**src/rtl/sha2_stream_core_if.sv**
```systemverilog
// Byte-in / chunk-out stream bundle for sha2_stream_core.
interface sha2_stream_core_if #(
  parameter int unsigned OUT_W = 8
) ();
  logic [7:0]       in_data;
  logic             in_valid;
  logic             in_last;
  logic             in_ready;
  logic [OUT_W-1:0] out_data;
  logic             out_valid;
  logic             out_last;
  logic             out_ready;

  // Producer of message bytes and consumer of digest chunks.
  modport master (
    output in_data, in_valid, in_last, out_ready,
    input  in_ready, out_data, out_valid, out_last
  );

  // The hashing core.
  modport slave (
    input  in_data, in_valid, in_last, out_ready,
    output in_ready, out_data, out_valid, out_last
  );
endinterface

```
**src/rtl/sha2_stream_core.sv**
```systemverilog
// Byte-stream SHA-224/SHA-256 core: absorbs a message byte by byte, pads it in
// hardware (0x80, zero fill, 64-bit bit length), runs one round per cycle and
// streams the digest out in OUT_W-bit chunks, H0 MSB first.
module sha2_stream_core #(
  parameter int unsigned OUT_W  = 8,
  parameter bit          SHA224 = 1'b0,
  parameter int unsigned LEN_W  = 32
) (
  input  logic              clk,
  input  logic              reset_n,
  input  logic              soft_clr,
  output logic              busy,
  sha2_stream_core_if.slave bus
);
  localparam int unsigned N_CHUNK = (SHA224 ? 7 : 8) * 32 / OUT_W;
  localparam int unsigned IDX_W   = (N_CHUNK > 1) ? $clog2(N_CHUNK) : 1;

  localparam logic [31:0] IV256 [8] = '{32'h6a09e667, 32'hbb67ae85, 32'h3c6ef372, 32'ha54ff53a,
                                        32'h510e527f, 32'h9b05688c, 32'h1f83d9ab, 32'h5be0cd19};
  localparam logic [31:0] IV224 [8] = '{32'hc1059ed8, 32'h367cd507, 32'h3070dd17, 32'hf70e5939,
                                        32'hffc00b31, 32'h68581511, 32'h64f98fa7, 32'hbefa4fa4};

  typedef enum logic [2:0] {S_IDLE, S_LOAD, S_PAD, S_ROUND, S_UPDATE, S_OUTPUT} state_t;
  state_t state, nxt;

  logic [31:0]      h [8];
  logic [31:0]      v [8];
  logic [31:0]      w [16];
  logic [5:0]       blk_cnt, rnd;
  logic [LEN_W-1:0] msg_cnt;
  logic [IDX_W-1:0] out_idx;
  logic             p80, extra, fin;
  logic             take, blk_end, last_chunk, done, shift_en;
  logic [7:0]       pad_byte, sh_byte;
  logic [63:0]      len64;
  logic [31:0]      t1, t2, w_new;
  logic [255:0]     dig;

  function automatic logic [31:0] rotr(input logic [31:0] x, input int unsigned n);
    return (x >> n) | (x << (32 - n));
  endfunction

  function automatic logic [31:0] k_rom(input logic [5:0] t);
    k_rom = '0;
    case (t)
      6'd0:  k_rom = 32'h428a2f98; 6'd1:  k_rom = 32'h71374491; 6'd2:  k_rom = 32'hb5c0fbcf; 6'd3:  k_rom = 32'he9b5dba5;
      6'd4:  k_rom = 32'h3956c25b; 6'd5:  k_rom = 32'h59f111f1; 6'd6:  k_rom = 32'h923f82a4; 6'd7:  k_rom = 32'hab1c5ed5;
      6'd8:  k_rom = 32'hd807aa98; 6'd9:  k_rom = 32'h12835b01; 6'd10: k_rom = 32'h243185be; 6'd11: k_rom = 32'h550c7dc3;
      6'd12: k_rom = 32'h72be5d74; 6'd13: k_rom = 32'h80deb1fe; 6'd14: k_rom = 32'h9bdc06a7; 6'd15: k_rom = 32'hc19bf174;
      6'd16: k_rom = 32'he49b69c1; 6'd17: k_rom = 32'hefbe4786; 6'd18: k_rom = 32'h0fc19dc6; 6'd19: k_rom = 32'h240ca1cc;
      6'd20: k_rom = 32'h2de92c6f; 6'd21: k_rom = 32'h4a7484aa; 6'd22: k_rom = 32'h5cb0a9dc; 6'd23: k_rom = 32'h76f988da;
      6'd24: k_rom = 32'h983e5152; 6'd25: k_rom = 32'ha831c66d; 6'd26: k_rom = 32'hb00327c8; 6'd27: k_rom = 32'hbf597fc7;
      6'd28: k_rom = 32'hc6e00bf3; 6'd29: k_rom = 32'hd5a79147; 6'd30: k_rom = 32'h06ca6351; 6'd31: k_rom = 32'h14292967;
      6'd32: k_rom = 32'h27b70a85; 6'd33: k_rom = 32'h2e1b2138; 6'd34: k_rom = 32'h4d2c6dfc; 6'd35: k_rom = 32'h53380d13;
      6'd36: k_rom = 32'h650a7354; 6'd37: k_rom = 32'h766a0abb; 6'd38: k_rom = 32'h81c2c92e; 6'd39: k_rom = 32'h92722c85;
      6'd40: k_rom = 32'ha2bfe8a1; 6'd41: k_rom = 32'ha81a664b; 6'd42: k_rom = 32'hc24b8b70; 6'd43: k_rom = 32'hc76c51a3;
      6'd44: k_rom = 32'hd192e819; 6'd45: k_rom = 32'hd6990624; 6'd46: k_rom = 32'hf40e3585; 6'd47: k_rom = 32'h106aa070;
      6'd48: k_rom = 32'h19a4c116; 6'd49: k_rom = 32'h1e376c08; 6'd50: k_rom = 32'h2748774c; 6'd51: k_rom = 32'h34b0bcb5;
      6'd52: k_rom = 32'h391c0cb3; 6'd53: k_rom = 32'h4ed8aa4a; 6'd54: k_rom = 32'h5b9cca4f; 6'd55: k_rom = 32'h682e6ff3;
      6'd56: k_rom = 32'h748f82ee; 6'd57: k_rom = 32'h78a5636f; 6'd58: k_rom = 32'h84c87814; 6'd59: k_rom = 32'h8cc70208;
      6'd60: k_rom = 32'h90befffa; 6'd61: k_rom = 32'ha4506ceb; 6'd62: k_rom = 32'hbef9a3f7; 6'd63: k_rom = 32'hc67178f2;
      default: k_rom = '0;
    endcase
  endfunction

  assign take       = bus.in_valid && bus.in_ready;
  assign blk_end    = (blk_cnt == 6'd63);
  assign last_chunk = (out_idx == IDX_W'(N_CHUNK - 1));
  assign done       = (state == S_OUTPUT) && bus.out_ready && last_chunk;
  assign shift_en   = take || (state == S_PAD);
  assign len64      = 64'({msg_cnt, 3'b000});
  assign dig        = {h[0], h[1], h[2], h[3], h[4], h[5], h[6], h[7]};

  // Padding byte: 0x80 once, zeros (all the way to 64 when 0x80 landed late), then length MSB first.
  always_comb begin
    pad_byte = 8'h00;
    if (!p80)
      pad_byte = 8'h80;
    else if (blk_cnt >= 6'd56 && !extra)
      pad_byte = len64[{~blk_cnt[2:0], 3'b000} +: 8];
    sh_byte = (state == S_PAD) ? pad_byte : bus.in_data;
  end

  // One compression round plus the in-place message schedule word.
  always_comb begin
    t1 = v[7] + (rotr(v[4], 6) ^ rotr(v[4], 11) ^ rotr(v[4], 25))
         + ((v[4] & v[5]) ^ (~v[4] & v[6])) + k_rom(rnd) + w[0];
    t2 = (rotr(v[0], 2) ^ rotr(v[0], 13) ^ rotr(v[0], 22))
         + ((v[0] & v[1]) ^ (v[0] & v[2]) ^ (v[1] & v[2]));
    w_new = (rotr(w[14], 17) ^ rotr(w[14], 19) ^ (w[14] >> 10)) + w[9]
          + (rotr(w[1], 7) ^ rotr(w[1], 18) ^ (w[1] >> 3)) + w[0];
  end

  // State register; soft_clr overrides every transition.
  always_ff @(posedge clk or negedge reset_n) begin
    if (!reset_n)      state <= S_IDLE;
    else if (soft_clr) state <= S_IDLE;
    else               state <= nxt;
  end

  // Next-state decode. A 64th byte always closes the block, even with in_last
  // (the pad then follows in a block of its own).
  always_comb begin
    nxt = state;
    unique case (state)
      S_IDLE, S_LOAD: if (take) nxt = blk_end ? S_ROUND : (bus.in_last ? S_PAD : S_LOAD);
      S_PAD:          if (blk_end) nxt = S_ROUND;
      S_ROUND:        if (rnd == 6'd63) nxt = S_UPDATE;
      S_UPDATE:       nxt = fin ? S_OUTPUT : (extra ? S_PAD : S_LOAD);
      S_OUTPUT:       if (done) nxt = S_IDLE;
      default:        nxt = S_IDLE;
    endcase
  end

  // Outputs decoded from state; out_data is zero outside OUTPUT.
  always_comb begin
    bus.in_ready  = (state == S_IDLE) || (state == S_LOAD);
    busy          = (state != S_IDLE);
    bus.out_valid = (state == S_OUTPUT);
    bus.out_last  = bus.out_valid && last_chunk;
    bus.out_data  = bus.out_valid ? dig[255 - 32'(out_idx) * OUT_W -: OUT_W] : '0;
  end

  // Hash state, working variables, counters and padding flags.
  always_ff @(posedge clk or negedge reset_n) begin
    if (!reset_n) begin
      for (int unsigned i = 0; i < 8; i++) begin
        h[i] <= SHA224 ? IV224[i] : IV256[i];
        v[i] <= '0;
      end
      blk_cnt <= '0; msg_cnt <= '0; rnd <= '0; out_idx <= '0;
      p80 <= 1'b0; extra <= 1'b0; fin <= 1'b0;
    end else if (soft_clr || done) begin
      for (int unsigned i = 0; i < 8; i++) h[i] <= SHA224 ? IV224[i] : IV256[i];
      blk_cnt <= '0; msg_cnt <= '0; rnd <= '0; out_idx <= '0;
      p80 <= 1'b0; extra <= 1'b0; fin <= 1'b0;
    end else begin
      case (state)
        S_IDLE, S_LOAD: if (take) begin
          blk_cnt <= blk_cnt + 6'd1;
          msg_cnt <= msg_cnt + LEN_W'(1);
          if (blk_end) begin
            // extra here means "pad block still owed" after an aligned in_last
            extra <= bus.in_last;
            rnd   <= '0;
            for (int unsigned i = 0; i < 8; i++) v[i] <= h[i];
          end
        end
        S_PAD: begin
          blk_cnt <= blk_cnt + 6'd1;
          if (!p80) begin
            p80 <= 1'b1;
            if (blk_cnt >= 6'd56) extra <= 1'b1;
          end
          if (blk_end) begin
            fin <= p80 && !extra;
            rnd <= '0;
            for (int unsigned i = 0; i < 8; i++) v[i] <= h[i];
          end
        end
        S_ROUND: begin
          rnd  <= rnd + 6'd1;
          v[0] <= t1 + t2; v[1] <= v[0]; v[2] <= v[1]; v[3] <= v[2];
          v[4] <= v[3] + t1; v[5] <= v[4]; v[6] <= v[5]; v[7] <= v[6];
        end
        S_UPDATE: begin
          for (int unsigned i = 0; i < 8; i++) h[i] <= h[i] + v[i];
          blk_cnt <= '0;
          extra   <= 1'b0;
        end
        S_OUTPUT: if (bus.out_ready) out_idx <= out_idx + IDX_W'(1);
        default: ;
      endcase
    end
  end

  // 16-word window: bytes shift in MSB first; during rounds it rolls and appends W[t+16].
  always_ff @(posedge clk or negedge reset_n) begin
    if (!reset_n) begin
      for (int unsigned i = 0; i < 16; i++) w[i] <= '0;
    end else if (shift_en) begin
      for (int unsigned i = 0; i < 15; i++) w[i] <= {w[i][23:0], w[i+1][31:24]};
      w[15] <= {w[15][23:0], sh_byte};
    end else if (state == S_ROUND) begin
      for (int unsigned i = 0; i < 15; i++) w[i] <= w[i+1];
      w[15] <= w_new;
    end
  end
endmodule

```
**src/flat_wrapper.sv**
```systemverilog
// flat-port wrapper written by rule: the top's interface ports become plain ports
module sha2_stream_core_flat 
#(
  parameter int unsigned OUT_W  = 8,
  parameter bit          SHA224 = 1'b0,
  parameter int unsigned LEN_W  = 32
)
  (clk, reset_n, soft_clr, busy, bus_in_data, bus_in_valid, bus_in_last, bus_out_ready, bus_in_ready, bus_out_data, bus_out_valid, bus_out_last);
  sha2_stream_core_if #(.OUT_W(OUT_W)) bus_i ();
  input  logic clk;
  input  logic reset_n;
  input  logic soft_clr;
  output logic busy;
  input wire logic [$bits(bus_i.in_data)-1:0] bus_in_data;
  input wire logic [$bits(bus_i.in_valid)-1:0] bus_in_valid;
  input wire logic [$bits(bus_i.in_last)-1:0] bus_in_last;
  input wire logic [$bits(bus_i.out_ready)-1:0] bus_out_ready;
  output wire logic [$bits(bus_i.in_ready)-1:0] bus_in_ready;
  output wire logic [$bits(bus_i.out_data)-1:0] bus_out_data;
  output wire logic [$bits(bus_i.out_valid)-1:0] bus_out_valid;
  output wire logic [$bits(bus_i.out_last)-1:0] bus_out_last;
  assign bus_i.in_data = bus_in_data;
  assign bus_i.in_valid = bus_in_valid;
  assign bus_i.in_last = bus_in_last;
  assign bus_i.out_ready = bus_out_ready;
  assign bus_in_ready = bus_i.in_ready;
  assign bus_out_data = bus_i.out_data;
  assign bus_out_valid = bus_i.out_valid;
  assign bus_out_last = bus_i.out_last;
  sha2_stream_core #(.OUT_W(OUT_W), .SHA224(SHA224), .LEN_W(LEN_W)) u_core (.clk(clk), .reset_n(reset_n), .soft_clr(soft_clr), .busy(busy), .bus(bus_i));
endmodule
```
**config.mk**
```make
export PLATFORM = sky130hd
export DESIGN_NAME = sha2_stream_core_flat
export DESIGN_NICKNAME = d
export VERILOG_FILES = /design/src/rtl/sha2_stream_core_if.sv /design/src/rtl/sha2_stream_core.sv /design/src/flat_wrapper.sv
export SDC_FILE = /design/constraint.sdc
export NUM_CORES = 2
export LEC_CHECK = 0
export CAP_MARGIN = 20
export CORE_MARGIN = 8
export CORE_UTILIZATION = 60
export DETAILED_ROUTE_END_ITERATION = 6
export GPL_TIMING_DRIVEN = 0
export PLACE_DENSITY_LB_ADDON = 0.25
export SYNTH_ARGS = -nofsm -noshare
export SYNTH_HDL_FRONTEND = slang
export SYNTH_SLANG_ARGS = --single-unit
```
**constraint.sdc**
```tcl
create_clock -name clk -period 10.3 [get_ports clk]
set_clock_uncertainty 0.2 [all_clocks]
set_input_delay 2.06 -clock clk [delete_from_list [all_inputs] [get_ports clk]]
set_output_delay 2.06 -clock clk [all_outputs]
set_load 0.1 [all_outputs]
```
# Word-level counts from Yosys, hierarchy flattened
# Memories as Yosys holds them, arrays and structs flattened.
# Index checks and enable logic that the tools add are counted.
op_classes:
  magnitude_cmp: 1
  n_addsub: 23
  bitwise_logic: 29
  n_mux: 45
  n_shift: 2
  n_eq_ne: 17
  n_reduce_logical: 32
ops:
  columns: ["op", "n"]
  rows:
  - ["256-bit two-way mux", 4]
  - ["512-bit two-way mux", 2]
  - ["256-bit one-hot mux with 3 select lines", 1]
  - ["32-bit adder", 18]
  - ["32-bit bitwise XOR", 9]
  - ["263-bit by 33-bit variable part select with 8-bit output", 1]
  - ["32-bit AND", 5]
  - ["32-bit two-way mux", 3]
  - ["64-bit by 7-bit variable part select with 8-bit output", 1]
  - ["6-bit one-hot mux with 3 select lines", 2]
  - ["32-bit by 1-bit adder with 32-bit output, second input constant", 1]
  - ["8-bit two-way mux", 4]
  - ["32-bit NOT", 1]
  - ["10-bit by 32-bit bitwise OR with 32-bit output", 1]
  - ["13-bit by 32-bit bitwise OR with 32-bit output", 1]
  - ["14-bit by 32-bit bitwise OR with 32-bit output", 1]
  - ["15-bit by 32-bit bitwise OR with 32-bit output", 1]
  - ["19-bit by 32-bit bitwise OR with 32-bit output", 1]
  - ["21-bit by 32-bit bitwise OR with 32-bit output", 1]
  - ["25-bit by 32-bit bitwise OR with 32-bit output", 1]
  - ["26-bit by 32-bit bitwise OR with 32-bit output", 1]
  - ["30-bit by 32-bit bitwise OR with 32-bit output", 1]
  - ["7-bit by 32-bit bitwise OR with 32-bit output", 1]
  - ["32-bit by 22-bit bitwise XOR with 32-bit output", 1]
  - ["35 further kinds", 86]
totals:
  regBits: 1079
  in_bits: 14
  wordCells: 190
  romBits: 2048
  n_memories: 1
memory_table:
  columns: ["name", "depth", "width", "rd", "rd_ports_with_merged_regs", "wr", "line", "source"]
  rows:
  - ["(no name shown)", 64, 32, 1, 0, 0, "sha2_stream_core.sv:45", "case (t)"]

# Longest topological paths before layout
logic_depth:
  ltp_word: 9
  depth_mapped: 43
  depth_no_buf: 41

# Least setup slack after synthesis
# Ideal clock, no wire load.
synth_path:
  kind: "reg-to-reg"
  startpoint: "register u_core.rnd[2]"
  endpoint: "register u_core.v[252] in the netlist's numbering"
  slack_ps: 1463
  arrival_ps: 8502
  stages_incl_launch_ff: 43
  setup_time_ps: 135
  cell_sequence: "dfrtp_1 -> clkbuf_1 -> inv_1 -> clkbuf_1 -> clkbuf_1 -> ha_1 -> nor2_1 -> o21ai_0 -> o31ai_1 -> mux4_2 -> fa_1 -> inv_1 -> fa_1 -> inv_1 -> fa_1 -> inv_1 -> ha_1 -> a21o_1 -> (+7 left out) -> nand2b_1 -> a21o_1 -> a21oi_1 -> xnor2_1 -> fa_1 -> ha_1 -> a21o_1 -> a21oi_1 -> nor2b_1 -> o21ai_0 -> a21oi_1 -> o41ai_2 -> a21oi_1 -> a21o_1 -> a21o_1 -> a21oi_1 -> xor2_1 -> o22ai_1"
synth_via:
  elab_chain_cells: 5
synth_lines:
  columns: ["element", "line", "source"]
  rows:
  - ["start: declaration", "sha2_stream_core.sv:29", "logic [5:0] blk_cnt, rnd;"]
  - ["start signal: assignment", "sha2_stream_core.sv:162", "rnd <= rnd + 6'd1;"]
  - ["memory read 64 x 32 bit", null, null]
  - ["32-bit adder (2 in series)", "sha2_stream_core.sv:87", "+ ((v[4] & v[5]) ^ (~v[4] & v[6])) + k_rom(rnd) + w[0];"]
  - ["32-bit adder", "sha2_stream_core.sv:163", "v[0] <= t1 + t2; v[1] <= v[0]; v[2] <= v[1]; v[3] <= v[2];"]
  - ["256-bit one-hot mux with 3 select lines", "sha2_stream_core.sv:138", "case (state)"]
  - ["end: declaration", "sha2_stream_core.sv:27", "logic [31:0] v [8];"]
# No other way between the ends.
# A chain may end at the register's enable or synchronous reset.

# Worst setup path after layout
layout_path:
  startpoint: "register u_core.rnd[1]"
  endpoint: "register u_core.v[251] in the netlist's numbering"
# The elaborated chain is that of the path after synthesis.

==> results.json <==
{
  "status": "complete, but fails checks",
  "violations": "design-rule violations",
  "drive_above_1_share": 0.0711,
  "wl_per_cell_um": 30.9,
  "required_ns": 10.72,
  "yosys_warnings": 0,
  "synth_flop_cell": "dfrtp_1",
  "synthSimpleGateAreaFrac": 0.163,
  "yosysTopAreaCellShare": 0.316,
  "grt_usage": 0.462,
  "grt_pass1_wl_um": 467000,
  "hold_viol": 0,
  "antenna_found_initial": 25,
  "startpoint": "u_core.rnd[1]$_DFFE_PN0P_",
  "tightest_slew_ns": 1.40,
  "synth_top_family_by_area": "compound AO/OA/AOI/OAI gates",
  "maxSlewHeadroom": 0.0688,
  "path_max_fanout": 10,
  "h-tree-depth": 3,
  "tns_ns": 0,
  "nFillCells": 10000,
  "cts_sinks": 1079,
  "fmax_mhz": 98.0,
  "root_buffer": "clkbuf_16",
  "drc": 1,
  "synthCells": 8571,
  "seq_area_frac_synth": 0.364,
  "core_area_um2": 124000,
  "synth_nets": 9179,
  "nets": 9387,
  "wirelength_um": 326000,
  "vias": 73900,
  "slew_viol_final": 0,
  "synth.avg_cell_area_um2": 8.71,
  "clk_pin_slew_ns": 0.06,
  "rr_startpoint": "u_core.rnd[1]$_DFFE_PN0P_",
  "rows": 129,
  "initial_utilization": 0.604,
  "cts_buffer_depth": 3,
  "yosys.area.top_type": "dfrtp_1",
  "period_needed_ns": 10.21,
  "die_area_um2": 136000,
  "max_stage_delay_ns": 0.73,
  "firstDrtPassIters": 7,
  "post-place-ws_ns": -2.04,
  "synth_compound_area_frac": 0.201,
  "cp.arrival_ns": 10.63,
  "grt_max_degree": 190,
  "ys_ff_latch": 1079,
  "synthTopCellsByArea": "dfrtp_1 32%, nand2_1 9.4%, ha_1 6.7%",
  "hold_path_startpoint": "u_core.w[121]$_DFFE_PN0P_",
  "areaGrowthSynthToFinish_pct": 10.4,
  "synthXorXnorAreaFrac": 0.0699,
  "die_h_um": 369,
  "globalplace.congestion": 1.12,
  "synthArstFlopShare": 1.00,
  "stdcell_count": 10500,
  "placedCellCount": 10300,
  "layout_commonest_cell": "nand2_1",
  "synth_edf_count": 0,
  "max_cap_violations": 0,
  "detail_route.vias_per_cell": 7.02,
  "cts_hold_buf": 0,
  "syn_area_um2": 74700,
  "criticalPathCategory": "reg2reg",
  "insertion_delay_ns": 0.81,
  "die_w_um": 369,
  "dp_hpwl_um": 252000,
  "gr-total-overflow": 0,
  "grt_pass1_vias": 68400,
  "finalCritPeriodShare": 0.991,
  "layout_common_cells": "1876 x nand2_1, 939 x dfrtp_1, 573 x nor2_1, 554 x a21oi_1, 517 x clkbuf_1",
  "fin_util": 0.667,
  "cts_tree": "built",
  "cp-start-kind": "flip-flop",
  "hp-class": "reg2reg",
  "portBuffers": 25,
  "synth.mux.area_fraction": 0.0371,
  "drt_iter0_drc": 12500,
  "slowest_stage": "xnor2_1",
  "yosys.area_share.adder": 0.122,
  "end_kind": "flip-flop",
  "ant_nets": 0,
  "worst_slack_ns": 0.0934,
  "ios": 26,
  "yosysUniqueCellTypes": 85,
  "numCtsBuffers": 118,
  "setup_viol": 0
}
## per-stage QoR
stage          cell area (um2)  hold WS (ns)
2_1_floorplan            74700         0.269
3_3_place_gp             77000         0.287
3_5_place_dp             77600         0.292
4_1_cts                  82000         0.306
5_1_grt                  82400         0.336
6_report                 82500         0.304
## cell type report
cell class / count / area [um2] / area share
clock inverters: 52 / 701 / 0.00850
multi-input cells: 6637 / 44500 / 0.540
repair buffers: 94 / 1230 / 0.0149
plain buffers: 573 / 2240 / 0.0272
diodes: 16 / 40.0 / 0.000486
clock buffers: 169 / 3440 / 0.0418
well taps: 1637 / 2050 / 0.0248
flip-flops and latches: 1079 / 27200 / 0.330
inverters: 276 / 1040 / 0.0127
## state kept, by name (all words and copies together), names as in the netlist
name            cells
u_core.extra        1
u_core.state        3
u_core.out_idx      5
u_core.msg_cnt     32
u_core.rnd          6
u_core.fin          1
u_core.p80          1
u_core.blk_cnt      6
u_core.v          256
u_core.dig        256
u_core.w          512
## cell usage after synthesis (8+ instances only)
| master | number |
|---|---|
| nand3_1 | 93 |
| or3_1 | 40 |
| or2_2 | 17 |
| nand2b_1 | 62 |
| and4_1 | 8 |
| mux4_2 | 97 |
| a211oi_1 | 52 |
| nor4_1 | 11 |
| o211ai_1 | 96 |
| ha_1 | 399 |
| o21ai_0 | 353 |
| nand4_1 | 26 |
| buf_1 | 46 |
| a311oi_1 | 9 |
| a31oi_1 | 275 |
| maj3_1 | 25 |
| a21oi_1 | 560 |
| xor2_1 | 200 |
| o21a_1 | 61 |
| a22oi_1 | 486 |
| a221oi_1 | 13 |
| a211o_1 | 18 |
| nor2b_1 | 54 |
| o21bai_1 | 49 |
| nand2_1 | 1876 |
| inv_1 | 276 |
| nor3b_1 | 13 |
| fa_1 | 195 |
| o31ai_1 | 33 |
| a21o_1 | 185 |
| and3_1 | 42 |
| mux2i_1 | 51 |
| and2_1 | 24 |
| o22ai_1 | 10 |
| clkbuf_1 | 532 |
| a41oi_1 | 13 |
| o311ai_0 | 9 |
| dfstp_2 | 136 |
| nor3_1 | 79 |
| o221ai_1 | 9 |
| nor2_1 | 579 |
| xnor2_1 | 396 |
| nand3b_1 | 11 |
| dfrtp_1 | 943 |
## worst paths after layout
kind	to	slack, ns	depth (start not counted)
max	u_core.v[251]$_DFFE_PN0P_	0.09	34
min	u_core.w[121]$_DFFE_PN0P_	0.30	2
max reg2reg	u_core.v[251]$_DFFE_PN0P_	0.09	34
min reg2reg	u_core.w[121]$_DFFE_PN0P_	0.30	2
max in group asynchronous	u_core.w[352]$_DFFE_PN0P_	6.66	3
min in group asynchronous	u_core.v[238]$_DFFE_PN0P_	1.02	1
## per-layer routing
metal | vias up | global-route usage | share of wire
li1 | 30400 | - | -
met1 | 36000 | 0.638 | 0.38
met2 | 6240 | 0.604 | 0.38
met3 | 1274 | 0.221 | 0.18
met4 | 32 | 0.221 | 0.063
met5 | - | 0.00427 | 0.0013
## cells by family after synthesis
kind of cell | count (synthesis)
flip-flops | 1079
buffers and inverters | 855
XOR/XNOR | 596
AO/OA/AOI/OAI | 2317
AND/OR/NAND/NOR | 2950
multiplexers | 155
adder cells (fa/ha/maj) | 619
## critical path: cells and delay by family, from the launching register on
kind	cells	cell delay, ns
adders and majority gates	7	3.05
AOI/OAI and AO/OA	13	2.97
muxes	1	0.53
and+or+nand+nor	5	0.94
buffers and inverters	6	0.92
DFF	1	0.41
xor gates and xnor gates	2	0.97
## what timing repair did
action | in CTS | in global routing
gates resized for setup | 56 | 84
buffers inserted | 5 | 14
endpoints found under the hold margin | 0 | 0
setup endpoints to repair | 37 | 22
pin swaps | 1 | 10
Power is not shown: default switching activity piles up to over one toggle a cycle in this logic, so the estimate is an artifact.
